[config.mk]
export PLATFORM = sky130hd
export DESIGN_NAME = activity_stretch
export DESIGN_NICKNAME = d
export VERILOG_FILES = /design/src/rtl/activity_stretch.sv
export SDC_FILE = /design/constraint.sdc
export NUM_CORES = 1
export LEC_CHECK = 0
export CAP_MARGIN = 25
export CORE_MARGIN = 2
export CORE_UTILIZATION = 54
export DETAILED_ROUTE_END_ITERATION = 12
export GPL_TIMING_DRIVEN = 1
export PLACE_DENSITY_LB_ADDON = 0.1
export SKIP_LAST_GASP = 1
export SYNTH_ARGS = -nofsm -noshare
export SYNTH_HDL_FRONTEND = slang
export SYNTH_SLANG_ARGS = --single-unit
[constraint.sdc]
create_clock -name clk -period 5.49 [get_ports clk]
set_input_delay 0.8235 -clock clk [delete_from_list [all_inputs] [get_ports clk]]
set_output_delay 0.8235 -clock clk [all_outputs]
set_load 0.01 [all_outputs]
[src/rtl/activity_stretch.sv]
// Activity stretcher: shared ms prescaler, per-channel retriggerable hold counters, track register.
// Optional per-channel saturating event counters when ACT_STRETCH_EVCNT_EN is defined.
module activity_stretch #(
    parameter int unsigned CH       = 4,
    parameter int unsigned PRESCALE = 28000,
    parameter int unsigned HOLD     = 50
) (
    input  logic               clk,
    input  logic               rst_n,
    input  logic [CH-1:0]      strobe_in,
    input  logic [7:0]         track_in,
    input  logic               track_vld,
    output logic [CH-1:0]      act_out,
    output logic [7:0]         track_out,
    output logic               tick,
    input  logic               ev_clr,
    output logic [CH*16-1:0]   ev_cnt
);

    localparam int unsigned PRE_W = $clog2(PRESCALE);
    localparam logic [PRE_W-1:0] PRE_MAX = PRE_W'(PRESCALE - 1);
    localparam logic [7:0] HOLD_V = 8'(HOLD);

    logic [PRE_W-1:0]     pre_q, pre_d;
    logic                 tick_q, tick_d;
    logic [CH-1:0][7:0]   cnt_q, cnt_d;
    logic [CH-1:0]        act_q, act_d;
    logic [7:0]           track_q, track_d;

    // Prescaler; tick is registered so it is high while the counter sits at PRESCALE-1
    always_comb begin
        pre_d  = (pre_q == PRE_MAX) ? '0 : pre_q + PRE_W'(1);
        tick_d = (pre_d == PRE_MAX);
    end

    // Hold counters: strobe reload beats tick decrement
    always_comb begin
        cnt_d = cnt_q;
        act_d = '0;
        for (int i = 0; i < int'(CH); i++) begin
            if (strobe_in[i]) begin
                cnt_d[i] = HOLD_V;
            end else if (tick_q && (cnt_q[i] != 8'd0)) begin
                cnt_d[i] = cnt_q[i] - 8'd1;
            end
            act_d[i] = (cnt_d[i] != 8'd0);
        end
    end

    always_comb begin
        track_d = track_vld ? track_in : track_q;
    end

    always_ff @(posedge clk or negedge rst_n) begin
        if (!rst_n) begin
            pre_q   <= '0;
            tick_q  <= 1'b0;
            cnt_q   <= '0;
            act_q   <= '0;
            track_q <= 8'h00;
        end else begin
            pre_q   <= pre_d;
            tick_q  <= tick_d;
            cnt_q   <= cnt_d;
            act_q   <= act_d;
            track_q <= track_d;
        end
    end

    assign act_out   = act_q;
    assign track_out = track_q;
    assign tick      = tick_q;

`ifdef ACT_STRETCH_EVCNT_EN
    logic [CH-1:0][15:0] ev_q, ev_d;

    // Saturating event counters; clear wins over a coincident strobe
    always_comb begin
        ev_d = ev_q;
        if (ev_clr) begin
            ev_d = '0;
        end else begin
            for (int i = 0; i < int'(CH); i++) begin
                if (strobe_in[i] && (ev_q[i] != 16'hFFFF)) begin
                    ev_d[i] = ev_q[i] + 16'd1;
                end
            end
        end
    end

    always_ff @(posedge clk or negedge rst_n) begin
        if (!rst_n) begin
            ev_q <= '0;
        end else begin
            ev_q <= ev_d;
        end
    end

    assign ev_cnt = ev_q;
`else
    logic ev_clr_unused;
    assign ev_clr_unused = ev_clr;
    assign ev_cnt        = '0;
`endif

endmodule

==> metrics.csv <==
metric,value,unit
largest net degree at the start of global routing,61,
worst vdd ir,130.4,µV
total power,0.0008599,W
1st-iter DRT viols,108,
Synth Warn #,0,
worst path cell trace,clkdlybuf4s50_1,
Row Count,30,
Max Slew Vio Count,0,
layout cells sized above 1,0.09709,
CP top delay family,buffers and inverters,
"Design Area, Final",0.003919,mm²
drt drc,0,
CTS tree,built,
Worst setup EP type,primary output,
via count,2472,
first-pass GRT wire length,10.25,mm
hpwl dp,4.167,mm
RePlAce Congestion,0.8325,
actual slew at the worst max-slew pin,746.4,ps
Clock Tree Buf Depth,2,
status,"complete, no violations",
starting density of the core,0.5491,
initial antenna violation count,0,
Root Driver,clkbuf_8,
drt wl/cell,12.18,µm
RSZ-0062 raised after global routing,no,
Num CTS Buffers,9,
vias in the first global route,2311,
Post-synth EDFFs,0,
Syn Inst Count,377,
diodes inserted,0,
# IOs,93,
Die W,86.43,µm
Leak,1.668,nW
final setup fails,0,
Post-Syn Area,0.003669,mm²
Worst-path clk slew,60,ps
Routed WL,5.994,mm
Cell variety after synth,48,
max cap viols,0,
number of post-CTS setup repair buffers,0,
Worst path max stage delay,630,ps
Final Hold Viols,0,
most frequent cell after synthesis,buf_4,
Crit-path slowest cell,clkdlybuf4s50_1,
Area after DPL,0.003750,mm²
Clock Latency Late Sink,330,ps
Post-CTS Hold Fix Bufs,0,
DRT Pass-1 Iters,5,
crit path time final,2394,ps
Max-slew headroom,0.5024,
CP Launch Type,flop,
Die ar.,0.007469,mm²
Total Neg Setup Slack,0,ps
Commonest cells post-synth,"buf_4, dfrtp_1, nor2_1, nand2_1, a21oi_1",
crit-path max FO,12,
Die H,86.43,µm
Multi-input gate area,0.001819,mm²
Pwr Density,219.4,mW/mm²
synthesis-to-layout area growth,6.821,%
total core area,0.006681,mm²
PostCTS Resize Cnt,0,
IO Port Bufs,27,
Clock Skews,7.667,ps
Seq cells post-synth,60,
worst path arrival time,1570,ps
Synth top area share,0.4093,
Post-synth top flop,dfrtp_1,
FF/Latch Area,0.001501,mm²
sequential cell area fraction in the yosys report,0.4093,
fin crit share,0.4361,
grt ovf,0,
kind of critical path,reg2out,
total track usage,0.1719,
HP Class,reg2reg,
cell taking the most area after synthesis,dfrtp_1,
final antenna-violating net count,0,
Mapped Avg Cell Area,9.731,µm²
Max Freq,417.7,MHz
CP required,4670,ps
Clock Sinks,60,
crit path buf inv count,1,
vias per cell,5.024,
count of nets after finishing,434,
fillers,603,
htree depth,3,
Async SR Flop Fraction,1.000,
Synth area leaders,"dfrtp_1, buf_4, nor2_1",
[routing by layer]
metal,track usage,share of wire,up-vias
met5,0,0,-
met4,0.05114,0.0027,0
met3,0.04857,0.038,2
met2,0.2874,0.50,56
met1,0.2174,0.46,1181
li1,-,-,1233
[worst paths after layout]
path	from	cells after the start	end	slack, ps
max	tick$_DFF_PN0_	1	tick	3100
min reg2reg	track_out[1]$_DFFE_PN0P_	1	track_out[1]$_DFFE_PN0P_	500
max reg2reg	tick$_DFF_PN0_	5	act_out[2]$_DFF_PN0_	3310
min	track_out[1]$_DFFE_PN0P_	1	track_out[1]$_DFFE_PN0P_	500
min in group asynchronous	rst_n	2	cnt_q[20]$_DFF_PN0_	630
max in group asynchronous	rst_n	2	pre_q[7]$_DFF_PN0_	4350
[sequential cells by signal, summed over array words and instances (netlist names)]
name / count
cnt_q: 32
pre_q: 15
track_out: 8
tick: 1
act_out: 4
[worst reg2reg max path: stages (launching register included)]
cell and delay (ps):
dfrtp_1 620, nand2_1 280, o31a_1 300, a211o_1 290, a2111oi_0 430, nand4b_1 140
[power breakdown]
part	internal (W)	switching [W]	total (W)
sequential	0.000448	0.00000270	0.000451
clock	0.000185	0.000158	0.000343
combinational	0.0000248	0.0000411	0.0000659
[per-stage QoR]
| stage | instances | hold WS (ps) | utilization | worst slack, ps |
|---|---|---|---|---|
| floorplan | 440 | 474.8 | - | 3459 |
| global placement | 477 | 489.7 | 0.5612 | 2921 |
| detailed placement | 477 | 494.2 | 0.5612 | 2906 |
| CTS | 492 | 508.4 | 0.5865 | 3069 |
| global route | 492 | 528.1 | 0.5865 | 3011 |
| finish | 492 | 501.8 | 0.5865 | 3096 |
[cells by family after synthesis]
family                   Yosys count  synth area share
multiplexers                      13           0.03854
flip-flops                        60            0.4093
adder cells (fa/ha/maj)           10           0.03411
buffers and inverters             86            0.1593
XOR/XNOR                          28           0.06685
other                              1          0.001022
AO/OA/AOI/OAI                     46           0.08425
AND/OR/NAND/NOR                  133            0.2067
[cells in the final DEF (no fill, tap or decap), types with 2 or more instances in the layout]
cell type and count:
conb_1 64, dfrtp_1 60, nor2_1 41, clkdlybuf4s50_1 26
nand2_1 17, a21oi_1 16, inv_1 15, xnor2_1 15
xor2_1 13, nand3_1 13, clkbuf_8 11, ha_1 10
mux2_2 9, nor3_1 9, or3_1 8, nand2b_1 7
a211oi_1 5, or4_1 4, o21ai_0 4, nor3b_1 4
a21oi_2 4, nor2b_1 4, nor4_1 4, mux2i_1 4
nand4b_1 4, nand4_1 4, or2_2 3, a211o_1 3
a31o_2 3, a31oi_1 3, a2111oi_0 2, o31a_1 2
nor4b_4 2, o31ai_1 2, clkbuf_1 2, clkinv_2 2
[layout make-up]
type	count	share of cell area
Multi-Input combinational cell	294	0.4642
Sequential cell	60	0.3831
Timing Repair Buffer	28	0.06960
Clock buffer	13	0.04055
Tap cell	80	0.02554
Inverter	15	0.01437
Clock inverter	2	0.002554
(Power assumes the default switching activity.)
